--- config.mk ---
export PLATFORM = sky130hd
export DESIGN_NAME = serial_add_ctrl
export DESIGN_NICKNAME = d
export VERILOG_FILES = /design/src/rtl/serial_add_ctrl.sv
export SDC_FILE = /design/constraint.sdc
export NUM_CORES = 1
export LEC_CHECK = 0
export CAP_MARGIN = 20
export CORE_UTILIZATION = 33
export DETAILED_ROUTE_END_ITERATION = 8
export PLACE_DENSITY = 0.65
export SLEW_MARGIN = 20
export SYNTH_ARGS = -nofsm -noshare
export SYNTH_HDL_FRONTEND = slang
export SYNTH_SLANG_ARGS = --single-unit
--- constraint.sdc ---
create_clock -name clk -period 2.2 [get_ports clk]
set_clock_uncertainty 0.2 [all_clocks]
set_input_delay 0.33 -clock clk [delete_from_list [all_inputs] [get_ports clk]]
set_output_delay 0.33 -clock clk [all_outputs]
set_load 0.02 [all_outputs]
--- src/rtl/serial_add_ctrl.sv ---
// ---------------------------------------------------------------------------
// serial_add_ctrl
//
// Bit-serial add controller. A single full-adder cell is stepped over WIDTH
// clock cycles to add two WIDTH-bit operands LSB-first. This trades
// throughput for area in the microprocessor datapath. A start/busy/done
// handshake sequences each operation.
//
// Build option:
//   SERIAL_SUB_EN - when defined, adds the Sub input. Sub=1 at an accepted
//                   start computes A-B as A + ~B + 1, and Cin is ignored.
//                   Cout=1 then means "no borrow".
//
// Ports:
//   clk    in   1      clock, rising edge
//   rst_n  in   1      asynchronous reset, active low
//   start  in   1      request; sampled only in IDLE or DONE
//   A      in   WIDTH  operand A, captured on an accepted start
//   B      in   WIDTH  operand B, captured on an accepted start
//   Cin    in   1      carry-in, captured on an accepted start
//   Sub    in   1      (SERIAL_SUB_EN only) 1 = compute A-B
//   busy   out  1      high while the operation runs
//   done   out  1      one-cycle pulse; Sum/Cout are valid
//   Sum    out  WIDTH  result; held until the next accepted start
//   Cout   out  1      carry out of bit WIDTH-1; held with Sum
// ---------------------------------------------------------------------------
module serial_add_ctrl #(
  parameter int WIDTH = 8
) (
  input  logic             clk,
  input  logic             rst_n,
  input  logic             start,
  input  logic [WIDTH-1:0] A,
  input  logic [WIDTH-1:0] B,
  input  logic             Cin,
`ifdef SERIAL_SUB_EN
  input  logic             Sub,
`endif
  output logic             busy,
  output logic             done,
  output logic [WIDTH-1:0] Sum,
  output logic             Cout
);

  localparam int CW = (WIDTH > 1) ? $clog2(WIDTH) : 1;

  // The encoding is chosen so that busy and done are each a single state
  // flop. This keeps both outputs glitch-free without extra registers.
  typedef enum logic [1:0] {
    S_IDLE = 2'b00,
    S_RUN  = 2'b01,
    S_DONE = 2'b10
  } state_t;

  state_t           r_state;
  logic [WIDTH-1:0] r_opA;
  logic [WIDTH-1:0] r_opB;
  logic [WIDTH-1:0] r_acc;
  logic [WIDTH-1:0] r_sum;
  logic             r_carry;
  logic             r_cout;
  logic [CW-1:0]    r_count;

  logic             w_faSum;
  logic             w_faCout;
  logic             w_last;
  logic [WIDTH-1:0] w_opBLoad;
  logic             w_carryLoad;

  // This is the single full-adder cell. It works on the current LSBs and the
  // running carry.
  assign w_faSum  = r_opA[0] ^ r_opB[0] ^ r_carry;
  assign w_faCout = (r_opA[0] & r_opB[0]) | (r_carry & (r_opA[0] ^ r_opB[0]));

  assign w_last = (r_count == CW'(WIDTH - 1));

  // Subtraction reuses the adder as A + ~B + 1. The carry-in is forced to 1.
`ifdef SERIAL_SUB_EN
  assign w_opBLoad   = Sub ? ~B : B;
  assign w_carryLoad = Sub ? 1'b1 : Cin;
`else
  assign w_opBLoad   = B;
  assign w_carryLoad = Cin;
`endif

  // Control and datapath sequencing.
  // Partial sum bits collect in r_acc. They are shifted in at the MSB so that
  // after WIDTH steps bit 0 has reached the bottom. The visible Sum register
  // is written only on the last step, so it reads 0 between accept and DONE.
  always_ff @(posedge clk or negedge rst_n) begin
    if (!rst_n) begin
      r_state <= S_IDLE;
      r_opA   <= '0;
      r_opB   <= '0;
      r_acc   <= '0;
      r_sum   <= '0;
      r_carry <= 1'b0;
      r_cout  <= 1'b0;
      r_count <= '0;
    end else begin
      case (r_state)
        S_IDLE, S_DONE: begin
          if (start) begin
            r_opA   <= A;
            r_opB   <= w_opBLoad;
            r_carry <= w_carryLoad;
            r_count <= '0;
            r_acc   <= '0;
            r_sum   <= '0;
            r_cout  <= 1'b0;
            r_state <= S_RUN;
          end else begin
            r_state <= S_IDLE;
          end
        end
        S_RUN: begin
          r_acc   <= {w_faSum, r_acc[WIDTH-1:1]};
          r_carry <= w_faCout;
          r_opA   <= {1'b0, r_opA[WIDTH-1:1]};
          r_opB   <= {1'b0, r_opB[WIDTH-1:1]};
          r_count <= r_count + CW'(1);
          if (w_last) begin
            r_sum   <= {w_faSum, r_acc[WIDTH-1:1]};
            r_cout  <= w_faCout;
            r_state <= S_DONE;
          end
        end
        default: r_state <= S_IDLE;
      endcase
    end
  end

  assign busy = r_state[0];
  assign done = r_state[1];
  assign Sum  = r_sum;
  assign Cout = r_cout;

endmodule

==> metrics.md <==
| Metric | Value |
|---|---|
| CTS sink count | `38` |
| Buf/Inv on CP | `1` |
| CTS H-tree depth | `2` |
| CP max stage delay | `0.64 ns` |
| Remaining DRCs | `0` |
| Final wirelength | `3.784 mm` |
| I/O pin count | `31` |
| Post-synthesis sequential area ratio | `0.5121` |
| Met2 Use GR | `0.2196` |
| Initial antenna violation count | `0` |
| RSZ-0062 raised after global routing | `false` |
| Worst Path Required | `1.67 ns` |
| Final #Nets | `233` |
| GRT overflow | `0` |
| Global-route wire length before repair | `6.955 mm` |
| Fmax | `520.5 MHz` |
| Final period util | `0.8732` |
| Number of vias per cell | `5.085` |
| Num CTS Buffers | `5` |
| GRT Resource Usage Total | `0.1483` |
| Critical Path Fanout Max | `6` |
| Port Buffers | `30` |
| Core area | `0.005270 mm2` |
| Relative slew slack | `0.5399` |
| CTS resizes | `0` |
| Fraction of registers with async set/reset | `1.000` |
| Gr busiest metal | `met2` |
| Row cnt | `26` |
| Post-synth EDFFs | `0` |
| Final hold vios | `0` |
| Pwr Density | `1287 mW/mm2` |
| Slew @ Worst Pin | `0.6876 ns` |
| Main combinational cell family by area after synthesis | `simple AND/OR/NAND/NOR gates` |
| Die Wd | `77.01 um` |
| DIE HEIGHT | `77.01 um` |
| Starting Density | `0.3523` |
| Worst path cell trace | `clkdlybuf4s50_1` |
| MaxCap Viol Count | `0` |
| Initial DRC Count | `103` |
| Dpl ws | `0.2222 ns` |
| Critical path launch point type | `flip-flop` |
| Fin util | `0.4380` |
| Met1 global-route usage | `0.2030` |
| Complex-gate fraction of the synthesized area | `0.1408` |
| Synthesis-to-finish area growth | `24.33%` |
| Placed Area | `0.002203 mm2` |
| Clk_lat worst skew | `0.29 ns` |
| Slowest CP cell | `clkdlybuf4s50_1` |
| Routed Antenna Nets | `0` |
| Setup-violating endpoint count in the final report | `0` |
| Min Tclk post-route | `1.921 ns` |
| Syn nets | `202` |
| Simple-gate share of the synthesized area | `0.1974` |
| Multiplexer share of the synthesized area | `0.07143` |
| Routed len/inst | `13.47 um` |
| Number of global-route vias before repair | `1483` |
| Hold crit path type | `reg -> reg` |
| Met3 usage | `0.03452` |
| DR pass1 iterations | `4` |
| Worst Path Arrival | `1.39 ns` |
| Mapped Area | `0.001857 mm2` |
| # fillers | `539` |
| ANT cells | `0` |
| Share of cells above drive strength 1 | `0.09479` |
| Primary FF master, synth | `dfrtp_1` |
| Crit path max-delay family | `buffers and inverters` |
| Crit. End Element | `output pin` |
| Placer's final routability congestion estimate | `0.6920` |
| CTS tree | `done` |
| Setup CP Type | `reg -> out` |
| Avg Synthesized Cell Area | `10.37 um2` |
| Synth Area in XOR/XNOR | `0` |
| Clock root cell | `clkbuf_8` |
| P_leak | `0.9787 nW` |
| Setup tns final | `0 ns` |
| Fin worst setup slack | `0.2789 ns` |
| FF+latch count, synth | `38` |
| Peak supply drop | `0.4889 mV` |
| Mapped Cells | `179` |
| Final Cell Area | `0.002308 mm2` |
| Max Slew Vio Count | `0` |
| Deepest clock path buffer count | `2` |
| Largest net degree at the start of global routing | `39` |
| Routed vias | `1429` |
| Outcome | `completed` |
| Cell variety after synth | `30` |
| Post-synthesis adder-cell area fraction | `0.02426` |
| Power Total | `0.002971 W` |
| Hpwl dp | `2.507 mm` |
| CTS clk-pin slew, worst paths | `0.08 ns` |
| Full die area | `0.005931 mm2` |
| Yosys warning total | `0` |
[synth_stat cells (4+ instances only)]
| cell type | count | share of area |
|---|---|---|
| o21ai_0 | 4 | 0.011 |
| a22o_1 | 8 | 0.038 |
| buf_2 | 7 | 0.019 |
| a211oi_1 | 10 | 0.040 |
| o22ai_1 | 4 | 0.013 |
| nor2_1 | 6 | 0.012 |
| nand3_1 | 29 | 0.078 |
| a21oi_1 | 11 | 0.030 |
| nor3_1 | 4 | 0.011 |
| mux2i_1 | 11 | 0.059 |
| dfrtp_1 | 38 | 0.51 |
| nand2_1 | 10 | 0.020 |
| nor2b_1 | 11 | 0.037 |
[final timing paths]
check                            from       end  slack, ns  cells past startpoint
min in group asynchronous       rst_n  r_acc[2]       0.41                      3
setup / recovery           r_state[0]      busy       0.28                      1
max in group asynchronous       rst_n  r_opA[1]       1.05                      3
hold / removal               r_opB[5]  r_opB[5]       0.32                      2
hold reg to reg              r_opB[5]  r_opB[5]       0.32                      2
setup reg to reg           r_state[0]  r_acc[1]       0.48                      4
[registers in the layout (all words and copies together) (netlist names)]
name,cells
Sum,8
Cout,1
r_opA,8
r_state,2
r_count,3
r_carry,1
r_opB,8
r_acc,7
[report_power, final]
group | internal (W) | switching [W] | leakage [nW]
Combinational | 0.000602 | 0.000643 | 0.454
Clock | 0.000252 | 0.000255 | 0.0472
Sequential | 0.00100 | 0.000219 | 0.477
[placed cells by master, fill, tap and decap left out, drive strengths merged, types with 2 or more instances in the layout]
| master | netlist | final |
|---|---|---|
| mux2 | 2 | 2 |
| a21oi | 11 | 11 |
| buf | 11 | 8 |
| nor3 | 4 | 4 |
| nand2b | 3 | 3 |
| clkdlybuf4s50 | 0 | 29 |
| dfrtp | 38 | 38 |
| clkbuf | 3 | 6 |
| o21ai | 4 | 4 |
| a211oi | 10 | 10 |
| inv | 3 | 3 |
| nor2 | 7 | 7 |
| a22o | 8 | 8 |
| nand3b | 2 | 2 |
| nor2b | 12 | 12 |
| o22ai | 4 | 4 |
| ha | 2 | 2 |
| mux2i | 11 | 11 |
| nand3 | 29 | 29 |
| nand2 | 10 | 10 |
[layout make-up]
type / count / area, um2 / area share
sequential: 38 / 950.9 / 0.4119
timing repair buffer: 38 / 357.8 / 0.1550
tap: 70 / 87.58 / 0.03794
multi-input combinational: 124 / 805.8 / 0.3491
clock inverter: 2 / 12.51 / 0.005420
clock buffer: 6 / 82.58 / 0.03577
inverter: 3 / 11.26 / 0.004878
[cell families (layout without fill, tap and decap cells)]
| group | Yosys count | count (layout) |
|---|---|---|
| and+or+nand+nor | 69 | 69 |
| AOI/OAI and AO/OA | 39 | 39 |
| DFF | 38 | 38 |
| buffers and inverters | 17 | 49 |
| muxes | 13 | 13 |
| adders and majority gates | 3 | 3 |
[repair_timing]
item	CTS	global route
endpoints found under the hold margin	38	0
hold buffers	1	0
endpoints found under the setup margin	0	0
buffers inserted	0	0
[metal layers]
metal,wire [um],vias up
met1,1849,690
met2,1704,28
met5,0,-
li1,-,704
met3,142,7
met4,87,0
[per-stage QoR]
| step | cells | hold slack [ns] |
|---|---|---|
| 6_report | 281 | 0.3159 |
| 5_1_grt | 281 | 0.3401 |
| 4_1_cts | 281 | 0.3137 |
| 3_5_place_dp | 272 | 0.2168 |
| 3_3_place_gp | 272 | 0.2142 |
| 2_1_floorplan | 179 | -0.1656 |
Power figures use the tool's default switching activity.
